`src/rtl/comparator_search_pkg.sv`:
```
// Shared definitions for the successive-approximation comparator search:
// state encoding, the default operand width and a flag sanity helper.
package comparator_search_pkg;

  localparam int DEFAULT_WIDTH = 2;

  typedef enum logic [1:0] {
    IDLE   = 2'd0,
    SETTLE = 2'd1,
    SAMPLE = 2'd2,
    DONE   = 2'd3
  } state_e;

  // A healthy comparator asserts exactly one of {L,E,G}.
  function automatic logic flags_one_hot(input logic [2:0] flags);
    return (flags == 3'b100) || (flags == 3'b010) || (flags == 3'b001);
  endfunction

endpackage

```
`src/rtl/comparator_search.sv`:
```
// Successive-approximation controller: drives comparator operand A and uses
// the L/E/G flags to recover the hidden operand B, MSB first, two clocks per bit.
module comparator_search
  import comparator_search_pkg::*;
#(
  parameter int WIDTH = DEFAULT_WIDTH
) (
  input  logic             clk,
  input  logic             rst,
  input  logic             start,
  output logic [WIDTH-1:0] probe,
  input  logic             cmp_l,
  input  logic             cmp_e,
  input  logic             cmp_g,
  output logic             busy,
  output logic             done,
  output logic [WIDTH-1:0] result,
  output logic             error
);

  localparam int IDX_W = (WIDTH > 1) ? $clog2(WIDTH) : 1;

  state_e             state_q, state_d;
  logic [WIDTH-1:0]   probe_q, probe_d;
  logic [WIDTH-1:0]   result_q, result_d;
  logic [IDX_W-1:0]   idx_q, idx_d;
  logic               error_q, error_d;

  logic [WIDTH-1:0]   bit_mask;
  logic [WIDTH-1:0]   trial;
  logic [2:0]         flags;

  always_ff @(posedge clk) begin
    if (rst) begin
      state_q  <= IDLE;
      probe_q  <= '0;
      result_q <= '0;
      idx_q    <= '0;
      error_q  <= 1'b0;
    end else begin
      state_q  <= state_d;
      probe_q  <= probe_d;
      result_q <= result_d;
      idx_q    <= idx_d;
      error_q  <= error_d;
    end
  end

  always_comb begin
    state_d  = state_q;
    probe_d  = probe_q;
    result_d = result_q;
    idx_d    = idx_q;
    error_d  = error_q;

    flags    = {cmp_l, cmp_e, cmp_g};
    bit_mask = WIDTH'(1) << idx_q;
    // A > B means the trial bit overshoots and must be dropped.
    trial    = cmp_g ? (probe_q & ~bit_mask) : probe_q;

    case (state_q)
      IDLE: begin
        if (start) begin
          probe_d = WIDTH'(1) << (WIDTH - 1);
          idx_d   = IDX_W'(WIDTH - 1);
          error_d = 1'b0;
          state_d = SETTLE;
        end
      end

      SETTLE: state_d = SAMPLE;

      SAMPLE: begin
        if (!flags_one_hot(flags)) begin
          result_d = probe_q;
          error_d  = 1'b1;
          state_d  = DONE;
        end else if (cmp_e) begin
          result_d = probe_q;
          state_d  = DONE;
        end else if (idx_q == '0) begin
          result_d = trial;
          state_d  = DONE;
        end else begin
          idx_d   = idx_q - IDX_W'(1);
          probe_d = trial | (bit_mask >> 1);
          state_d = SETTLE;
        end
      end

      DONE: state_d = IDLE;

      default: state_d = IDLE;
    endcase
  end

  assign busy   = (state_q == SETTLE) || (state_q == SAMPLE);
  assign done   = (state_q == DONE);
  assign probe  = probe_q;
  assign result = result_q;
  assign error  = error_q;

endmodule

```
`config.mk`:
```
export PLATFORM = sky130hd
export DESIGN_NAME = comparator_search
export DESIGN_NICKNAME = d
export VERILOG_FILES = /design/src/rtl/comparator_search_pkg.sv /design/src/rtl/comparator_search.sv
export SDC_FILE = /design/constraint.sdc
export NUM_CORES = 1
export LEC_CHECK = 0
export BUFFER_PORTS_ARGS = -buffer_cell sky130_fd_sc_hd__buf_2
export CAP_MARGIN = 20
export CORE_AREA = 2 2 39 41
export DETAILED_ROUTE_END_ITERATION = 8
export DIE_AREA = 0 0 41 43
export PLACE_DENSITY_LB_ADDON = 0.05
export SLEW_MARGIN = 20
export SYNTH_ARGS = -nofsm -noshare
export SYNTH_HDL_FRONTEND = slang
export SYNTH_SLANG_ARGS = --single-unit
```
`constraint.sdc`:
```
create_clock -name clk -period 1.65 [get_ports clk]
set_input_delay 0.2475 -clock clk [delete_from_list [all_inputs] [get_ports clk]]
set_output_delay 0.2475 -clock clk [all_outputs]
set_load 0.01 [all_outputs]
```
; Yosys cells after proc, flatten, opt, wreduce, memory -nomap -nowiden
; Cells that the tools add are included.
; W data, S select, Z words.
[classes]
addsub = 1
n_mul = 0
div_mod_pow = 0
n_lt_le_gt_ge = 0
eq_ne = 12
shift = 1
muxes = 22
bitwise_logic = 3
n_reduce_logical = 9
[op_table]
columns = operator, n
row1 = $mux W2, 12
row2 = $ne A2 B2 Y1 const B, 5
row3 = $pmux W2 S4, 1
row4 = $mux W1, 6
row5 = $reduce_and A5 Y1, 1
row6 = $eq A2 B2 Y1 const B, 2
row7 = $pmux W1 S2, 2
row8 = $pmux W2 S2, 1
row9 = $reduce_and A4 Y1, 1
row10 = $eq A3 B1 Y1 const B, 1
row11 = $eq A3 B2 Y1 const B, 1
row12 = $eq A3 B3 Y1 const B, 1
row13 = $logic_or A1 B1 Y1, 3
row14 = $ne A3 B3 Y1 const B, 1
row15 = $reduce_and A3 Y1, 1
row16 = $and A2 B2 Y2, 1
row17 = $eq A2 B1 Y1 const B, 1
row18 = $logic_not A2 Y1, 1
row19 = $not A2 Y2, 1
row20 = $or A2 B1 Y2, 1
row21 = $reduce_and A2 Y1, 1
row22 = $reduce_bool A2 Y1, 1
row23 = $shl A1 B1 Y2 const A, 1
row24 = $sub A1 B1 Y1 const B, 1
[totals]
reg_bits = 8
latchBits = 0
ramBits = 0
mem_bits_ro = 0
inputBits = 6
out_inout_bits = 7
elab_cells = 53
memories = 0

; Longest topological paths before layout
; Gate-level depths: netlist of run 1.
[logic_depth]
word_depth = 9
depth_mapped = 5
depth_no_buf = 5

; Worst setup path after synthesis of run 1
; OpenSTA, ideal clock, no wires.
[synth_path]
kind = register -> register
from = register state_q[1]
to = register probe_q[0] (netlist: probe[0])
setup_time_ns = 0.070
arrival_ns = 1.417
t_required_ns = 1.580
path_slack_ns = 0.163
stages_incl_launch_ff = 6
n_path_buf = 0
synth_period_minus_slack_ns = 1.487
path_cell_list = dfxtp_1 inv_1 ha_1 nor2b_1 or4_1 a21oi_1
[synth_via]
elab_chain_cells = 3
word_cells_on_any_way = 9
cone_classes = eq/ne (5) / mux (1) / reduce/logical (3)
[synth_lines]
columns = element, line
row1 = from (decl), comparator_search.sv:23  ; state_e state_q, state_d;
row2 = from (signal assigned), comparator_search.sv:41  ; state_q <= state_d;
row3 = $eq A2 B2 Y1 / $logic_not A2 Y1 (equally long branches), comparator_search.sv:61  ; case (state_q)
row4 = $ne A2 B2 Y1 (no source line) / $reduce_bool A2 Y1 (equally long branches), -
row5 = $reduce_and A5 Y1 (no source line), -
row6 = to (signal assigned), comparator_search.sv:42  ; probe_q <= probe_d;
row7 = to (decl), comparator_search.sv:24  ; logic [WIDTH-1:0] probe_q, probe_d;
; Parallel ways exist; a longest one is shown, timed or not.
; A chain may end at the register's enable or synchronous reset.

; Final worst setup path of run 1
; Ends and elaborated chain as after synthesis.

==> results of run 1 <==
[path summary, 6_finish.rpt]
path	end	slack [ps]	cells after the start
setup / recovery	probe[0]	110	5
hold / removal	error	290	2
setup reg to reg	probe[0]	110	5
hold reg to reg	result[0]	470	2
[registers in the layout, summed over array words and instances (netlist names)]
signal,count
probe,2
result,2
state_q,2
error,1
idx_q,1
[power groups by stage]
stage	clock, mW	combinational (mW)	sequential (mW)
floorplan	0	0.145	0.250
global placement	0	0.225	0.250
detailed placement	0	0.220	0.251
CTS	0.157	0.223	0.246
global route	0.169	0.251	0.250
finish	0.152	0.220	0.246
[cells in the mapped netlist, types with 2 or more instances]
master    number
nand2b_1       2
xnor2_1        2
a21oi_1        6
nand2_1        2
ha_1           4
or2b_2         2
dfxtp_1        8
o21ai_0        3
inv_1          3
o31ai_1        3
mux2i_1        2
[routing by layer]
layer / track usage, % / routed length, um / vias to the layer above
met3: 3.14 / 60 / 4
li1: - / - / 210
met4: 8.00 / 16 / 0
met5: 0 / 0 / -
met1: 15.2 / 434 / 185
met2: 17.2 / 422 / 13
[through the flow]
step / power (mW) / utilization [%] / cell area [sq um]
3_3_place_gp: 0.475 / 39.1 / 541
5_1_grt: 0.669 / 40.7 / 563
3_5_place_dp: 0.471 / 39.1 / 541
4_1_cts: 0.627 / 40.7 / 563
2_1_floorplan: 0.395 / - / 445
6_report: 0.618 / 40.7 / 563
[cell families (layout without fill, tap and decap cells)]
family                     Yosys count  after routing
DFF                                  8              8
muxes                                2              2
buffers and inverters                4             21
adders and majority gates            4              4
and+or+nand+nor                     12             12
xor gates and xnor gates             2              2
AOI/OAI and AO/OA                   16             16
[layout make-up]
class	instances	area, sq um	share of cell area [%]
Tap cell	16	20.0	3.56
Sequential cell	8	160	28.4
Timing Repair Buffer	15	82.6	14.7
Clock buffer	3	22.5	4.00
Multi-Input combinational cell	36	267	47.3
Inverter	3	11.3	2.00
[worst register-to-register path, delay by kind of cell (launching register included)]
family / cells / cell delay (ps)
AOI/OAI and AO/OA: 1 / 150
adders and majority gates: 1 / 220
buffers and inverters: 1 / 80
DFF: 1 / 390
and+or+nand+nor: 2 / 630
==> results.py, run 1 <==
metrics = {
    "outcome": {
        "outcome": "complete, no violations",
    },
    "setup_path": {
        "start_kind": "flip-flop",
        "cp_top_family": "simple AND/OR/NAND/NOR gates",
        "path_buf_inv": 1,
        "required_ps": 1840,
        "cp_slowest_stage_delay_ps": 490,
        "reg2reg_from": "state_q[1]",
        "crit_type": "flip-flop to flip-flop",
        "crit_path_max_fanout": 5,
        "slowest_stage": "or4_1",
        "crit_path_end_kind": "flip-flop",
        "path_cells": "inv_1 > ha_1 > nor2b_1 > or4_1 > a21oi_1",
        "cp.arrival_ps": 1730,
        "crit_path_start": "state_q[1]",
    },
    "clock_tree": {
        "cts_buffers": 3,
        "clkLatencyLatePin_ps": 250,
        "ctsResizeCount": 0,
        "post_cts_buffers": 0,
        "holdBufCountCts": 0,
        "clock-sinks": 8,
        "cts.clk_slew.worst_paths_ps": 60,
        "cts_max_path_buffers": 2,
        "cts_tree": "done",
        "htreeDepth": 1,
        "clockRootBuffer": "clkbuf_4",
    },
    "grt": {
        "grt_pass1_vias": 344,
        "grt_pass1_wl_um": 1440,
        "overflow": 0,
        "grt_max_degree": 11,
        "grt_usage_pct": 12.1,
        "antenna_found_initial": 0,
    },
    "power_and_ir_drop": {
        "p_switching_mw": 0.208,
        "clkPwrFrac_pct": 24.5,
        "pwr_density_cell_nw_per_um2": 1100,
        "pwr-share-seq_pct": 39.8,
        "switching_share_pct": 33.6,
        "vdd_ir_drop_max_uv": 435,
        "p_int_mw": 0.410,
        "power_leakage_nw": 0.262,
        "comb_power_share_pct": 35.7,
    },
    "logic_synthesis": {
        "synth_top_flop_cell": "dfxtp_1",
        "syn_inst": 48,
        "synth_compound_area_share_pct": 22.5,
        "yosys.area_share.simple_pct": 17.7,
        "async_flop_share_pct": 0,
        "synthAdderAreaFrac_pct": 11.2,
        "synth_cell_type_count": 22,
        "yosysTopAreaCell": "dfxtp_1",
        "synthesis.area_sq_um": 445,
        "yosys-top-cells-area": "dfxtp_1, ha_1, a21oi_1",
        "ys_ff_latch": 8,
        "syn-num-nets": 58,
        "synth-xor-area-share_pct": 3.93,
        "synth_top_family_by_area": "compound AO/OA/AOI/OAI gates",
        "yosys_warnings": 0,
        "synth.mux.area_fraction_pct": 4.49,
        "synth-edff-count": 0,
        "yosysSeqAreaShare_pct": 36.0,
        "synth_top_cell_area_share_pct": 36.0,
        "synth.avg_cell_area_sq_um": 9.28,
    },
    "worst_hold_path": {
        "hold_path.class": "input pin to flip-flop",
        "hold_start": "rst",
    },
    "sta": {
        "finalHoldViolCount": 0,
        "slew_headroom_pct": 73.9,
        "tns_ps": 0,
        "slew_violations": 0,
        "worstMarginPinSlew_ps": 388,
        "setup_viol": 0,
        "skew_ps": 4.45,
        "holdWs_ps": 286,
        "rsz0062_at_grt": "false",
        "fin_ws_ps": 110,
        "fin_crit_sh_pct": 93.3,
        "max_freq_mhz": 649,
        "fin_crit_ps": 1540,
    },
    "routing": {
        "first_pass_iters": 4,
        "num_vias": 412,
        "vias_per_cell": 5.09,
        "drt_wl_total_um": 934,
        "routedWlPerCell_um": 11.5,
        "drc": 0,
        "ant_nets": 0,
        "drtIter0Drc": 1,
    },
    "floorplanning": {
        "dieArea_sq_um": 1760,
        "die_h_um": 43,
        "start_util_pct": 32.2,
        "core_sq_um": 1380,
        "io_pins": 13,
        "row_count": 14,
        "die_w_um": 41,
    },
    "place": {
        "hpwlAfterDp_um": 729,
        "portBuffers": 12,
        "gp_routability_congestion": 0.745,
        "place_inst": 78,
        "post-place-ws_ps": 112,
    },
    "cells_and_area": {
        "area_delta_synth_final_pct": 26.4,
        "stdcell_count": 81,
        "final_common_cell": "buf_2",
        "nets": 77,
        "layout_common_cells": "buf_2, dfxtp_1, a21oi_1",
        "drive_gt1_share_pct": 33.8,
        "antenna_cells": 0,
        "fill_cells": 151,
    },
    "flow_run": {
        "maxCapViolations": 0,
    },
}
Note: power is estimated with default switching activity, not from simulation.
==> inputs of run 2 (changes only) <==
clock period = 1.74 ns   (was 1.65 ns; I/O delays follow)
==> results.py, run 2 (synthesis results as in run 1) <==
metrics = {
    "flow_run": {
        "maxCapViolations": 0,
    },
    "grt": {
        "grt_most_used_layer": "met2",
        "grt_max_degree": 11,
        "use_met2_pct": 17.5,
        "met3_usage_pct": 7.85,
        "antenna_found_initial": 0,
        "overflow": 0,
        "met1_usage_pct": 17.1,
        "grt_pass1_wl_um": 1540,
        "grt_usage_pct": 13.1,
        "grt_pass1_vias": 365,
    },
    "cells_and_area": {
        "stdcell_count": 80,
        "drive_gt1_share_pct": 32.8,
        "antenna_cells": 0,
        "nets": 76,
        "final_common_cell": "buf_2",
        "layout_common_cells": "buf_2, dfxtp_1, a21oi_1",
        "area_delta_synth_final_pct": 24.7,
    },
    "clock_tree": {
        "htreeDepth": 1,
        "cts.clk_slew.worst_paths_ps": 50,
        "clkLatencyLatePin_ps": 250,
        "holdBufCountCts": 0,
        "clockRootBuffer": "clkbuf_4",
        "ctsResizeCount": 0,
        "cts_max_path_buffers": 2,
        "cts_buffers": 3,
        "post_cts_buffers": 0,
        "clock-sinks": 8,
        "cts_tree": "done",
    },
    "power_and_ir_drop": {
        "p_total_mw": 0.576,
        "vdd_ir_drop_max_uv": 535,
        "power_leakage_nw": 0.257,
        "pwr_density_cell_nw_per_um2": 1040,
    },
    "setup_path": {
        "ff2ff_setup_slack_ps": 200,
        "crit_path_end_kind": "flip-flop",
        "required_ps": 1930,
        "crit_type": "flip-flop to flip-flop",
        "path_cells": "inv_1 > ha_1 > nor2b_1 > or4_1 > a21oi_1",
        "crit_path_max_fanout": 5,
        "slowest_stage": "or4_1",
        "cp_slowest_stage_delay_ps": 490,
        "reg2reg_depth": 5,
        "cp.arrival_ps": 1730,
        "start_kind": "flip-flop",
    },
    "place": {
        "gp_routability_congestion": 0.740,
        "hpwlAfterDp_um": 697,
        "portBuffers": 12,
        "place_inst": 77,
    },
    "floorplanning": {
        "dieArea_sq_um": 1760,
        "io_pins": 13,
        "die_h_um": 43,
        "die_w_um": 41,
        "row_count": 14,
        "start_util_pct": 32.2,
        "core_sq_um": 1380,
    },
    "sta": {
        "holdWs_ps": 294,
        "slew_headroom_pct": 76.1,
        "max_freq_mhz": 650,
        "tns_ps": 0,
        "skew_ps": 2.28,
        "worstMarginPinSlew_ps": 356,
        "finalHoldViolCount": 0,
        "slew_violations": 0,
        "fin_crit_sh_pct": 88.5,
        "fin_crit_ps": 1540,
        "rsz0062_at_grt": "false",
        "setup_viol": 0,
    },
    "routing": {
        "vias_per_cell": 4.90,
        "num_vias": 392,
        "ant_nets": 0,
        "first_pass_iters": 3,
        "routedWlPerCell_um": 11.0,
        "drtIter0Drc": 3,
        "drt_wl_total_um": 880,
        "drc": 0,
    },
    "worst_hold_path": {
        "hold_path.class": "input pin to flip-flop",
        "holdPathStages": 2,
    },
    "outcome": {
        "outcome": "complete, no violations",
    },
}
[run 2: cell count changes in the layout (fill, tap and decap cells not counted), sizes merged]
cell	previous run	this run
buf	15	14
[run 2: final timing paths]
kind / from / end
setup / recovery: state_q[1] / probe[0]
hold / removal: rst / probe[1]
setup reg to reg: state_q[1] / probe[0]
hold reg to reg: result[0] / result[0]
[run 2: layout make-up]
type / count / area [sq um]
Inverter: 3 / 11.3
Fill cell: 157 / 828
Timing Repair Buffer: 14 / 75.1
Clock buffer: 3 / 22.5
Tap cell: 16 / 20.0
Multi-Input combinational cell: 36 / 267
Sequential cell: 8 / 160
[run 2: power breakdown]
group	internal, mW	switching (mW)	total, mW
registers	0.210	0.0221	0.232
clock network	0.0788	0.0618	0.141
logic	0.0956	0.107	0.203
total	0.385	0.191	0.576
[run 2: per-stage QoR]
step,area [sq um],setup slack [ps],utilization (%)
finish,556,201,40.1
global route,556,109,40.1
CTS,556,196,40.1
detailed placement,533,208,38.5
global placement,533,223,38.5
floorplan,445,253,-
[run 2: metal layers]
layer	share of wire [%]	wire length, um
met5	0	0
met1	47	413
met2	46	403
met3	7.0	62
met4	0	0
[run 2: critical path, delay by kind of cell, from the launching register on]
| kind | cells | cell delay [ps] |
|---|---|---|
| AO/OA/AOI/OAI | 1 | 150 |
| adder cells (fa/ha/maj) | 1 | 220 |
| buffers and inverters | 1 | 80 |
| flip-flops | 1 | 390 |
| AND/OR/NAND/NOR | 2 | 640 |
==> inputs of run 3 (changes only) <==
ABC_AREA = 1   (was unset)
==> results.py, run 3 <==
metrics = {
    "outcome": {
        "outcome": "complete, no violations",
    },
    "sta": {
        "holdWs_ps": 233,
        "fin_crit_sh_pct": 83.8,
        "setup_viol": 0,
        "fin_crit_ps": 1460,
        "worstMarginPinSlew_ps": 254,
        "slew_headroom_pct": 83.1,
        "max_freq_mhz": 686,
        "slew_violations": 0,
        "tns_ps": 0,
        "rsz0062_at_grt": "false",
        "finalHoldViolCount": 0,
        "fin_ws_ps": 282,
        "skew_ps": 4.17,
    },
    "grt": {
        "antenna_found_initial": 0,
        "grt_pass1_wl_um": 1680,
        "overflow": 0,
        "grt_usage_pct": 14.5,
        "grt_max_degree": 7,
        "grt_pass1_vias": 405,
    },
    "logic_synthesis": {
        "yosysTopAreaCell": "dfxtp_1",
        "yosysSeqAreaShare_pct": 33.9,
        "yosys_warnings": 0,
        "async_flop_share_pct": 0,
        "synth_cell_type_count": 18,
        "syn-num-nets": 77,
        "synth_top_flop_cell": "dfxtp_1",
        "synthesis.area_sq_um": 473,
        "synth_top_cell_area_share_pct": 33.9,
        "synth-edff-count": 0,
        "synth.most_common_cell": "nand2_1",
        "synthTopCellsByCount": "nand2_1, inv_1, dfxtp_1",
        "syn_inst": 67,
        "ys_ff_latch": 8,
        "synth.avg_cell_area_sq_um": 7.06,
        "yosys-top-cells-area": "dfxtp_1, nand2_1, ha_1",
    },
    "floorplanning": {
        "io_pins": 13,
        "start_util_pct": 34.2,
        "die_h_um": 43,
        "die_w_um": 41,
        "core_sq_um": 1380,
        "row_count": 14,
        "dieArea_sq_um": 1760,
    },
    "cells_and_area": {
        "final_common_cell": "nand2_1",
        "layout_common_cells": "nand2_1, buf_2, inv_1",
        "drive_gt1_share_pct": 28.0,
        "antenna_cells": 0,
        "fill_cells": 161,
        "nets": 94,
        "fin_util_pct": 41.6,
        "stdcell_count": 98,
        "area_delta_synth_final_pct": 21.7,
    },
    "routing": {
        "drt_wl_total_um": 963,
        "ant_nets": 0,
        "num_vias": 456,
        "vias_per_cell": 4.65,
        "drtIter0Drc": 10,
        "first_pass_iters": 4,
        "routedWlPerCell_um": 9.83,
        "drc": 0,
    },
    "clock_tree": {
        "ctsResizeCount": 0,
        "clockRootBuffer": "clkbuf_4",
        "htreeDepth": 1,
        "post_cts_buffers": 0,
        "cts_buffers": 3,
        "cts.clk_slew.worst_paths_ps": 50,
        "clkLatencyLatePin_ps": 250,
        "clock-sinks": 8,
        "holdBufCountCts": 0,
        "cts_max_path_buffers": 2,
        "cts_tree": "done",
    },
    "setup_path": {
        "start_kind": "flip-flop",
        "path_cells": "inv_1 > ha_1 > nand2_1 > nand2_1 > nor2_1 > nand3_1 > nand2_1 > inv_1 > nor2_1",
        "slowest_stage": "dfxtp_1",
        "cp.arrival_ps": 1650,
        "ff2ff_setup_slack_ps": 280,
        "reg2reg_to": "probe[1]",
        "cp_top_family": "simple AND/OR/NAND/NOR gates",
        "reg2reg_from": "state_q[1]",
        "crit_path_end_kind": "flip-flop",
        "crit_path_max_fanout": 4,
        "crit_type": "flip-flop to flip-flop",
        "path_common_cell": "nand2_1",
        "reg2reg_depth": 9,
        "cp_slowest_stage_delay_ps": 370,
        "path_buf_inv": 2,
        "required_ps": 1930,
    },
    "worst_hold_path": {
        "hold_start": "rst",
        "holdPathStages": 2,
        "hold_path.class": "input pin to flip-flop",
        "whs_endpoint": "result[1]",
    },
    "power_and_ir_drop": {
        "power_leakage_nw": 0.299,
        "pwr_density_cell_nw_per_um2": 1230,
        "vdd_ir_drop_max_uv": 541,
    },
    "place": {
        "post-place-ws_ps": 274,
        "gp_routability_congestion": 0.759,
        "hpwlAfterDp_um": 784,
        "portBuffers": 12,
        "place_inst": 95,
    },
    "flow_run": {
        "maxCapViolations": 0,
    },
}
==> run 3: changes by cell type after synthesis, moves of 2 or more <==
| cell | change |
|---|---|
| a31oi_1 | +2 |
| inv_1 | +6 |
| mux2i_1 | -2 |
| nand2_1 | +12 |
| nand2_2 | +2 |
| nand2b_1 | -2 |
| nand3_1 | +4 |
| nor2_1 | +6 |
| nor2_2 | +2 |
| o31ai_1 | -3 |
| or2b_2 | -2 |
| xnor2_1 | -2 |
==> run 3: through the flow <==
step / instance area (sq um) / power (mW)
CTS: 576 / 0.722
global placement: 553 / 0.578
finish: 576 / 0.706
detailed placement: 553 / 0.575
global route: 576 / 0.792
floorplan: 473 / 0.489
==> run 3: routing by layer <==
layer	up-vias	GRT usage, %	wire (um)
met5	-	0	0
met3	0	7.85	42
met4	0	4.00	0
met1	199	18.6	466
li1	250	-	-
met2	7	20.6	454
==> run 3: how the worst max path moves through the flow <==
stage / start / endpoint / slack (ps) / cells after the start
global route: state_q[0] / result[0] / 80 / 8
CTS: state_q[0] / result[0] / 280 / 8
detailed placement: state_q[0] / result[0] / 270 / 8
global placement: state_q[1] / probe[1] / 290 / 9
floorplan: state_q[0] / result[0] / 420 / 8
finish: state_q[1] / probe[1] / 280 / 9
==> run 3: area by class of cell <==
cell class	count	area [sq um]	share of cell area, %
inverter	10	37.5	6.52
timing repair buffer	12	60.1	10.4
clock buffer	3	22.5	3.91
tap	16	20.0	3.48
sequential	8	160	27.8
multi-input combinational	49	275	47.8
==> run 3: logic make-up (layout without fill, tap and decap cells) <==
kind of cell	after synthesis	after routing	share of synthesized area [%]
buffers and inverters	10	25	7.94
AND/OR/NAND/NOR	32	32	32.0
AO/OA/AOI/OAI	13	13	15.6
adder cells (fa/ha/maj)	4	4	10.6
flip-flops	8	8	33.9
==> run 3: worst register-to-register path: cells and delay by family (launching register included) <==
kind                     cells  cell delay (ps)
adder cells (fa/ha/maj)      1              210
buffers and inverters        2              120
flip-flops                   1              370
AND/OR/NAND/NOR              6              690
==> run 3: power breakdown <==
group	switching, mW	total, mW	internal, mW
combinational	0.188	0.312	0.124
clock	0.0575	0.136	0.0785
sequential	0.0296	0.258	0.229
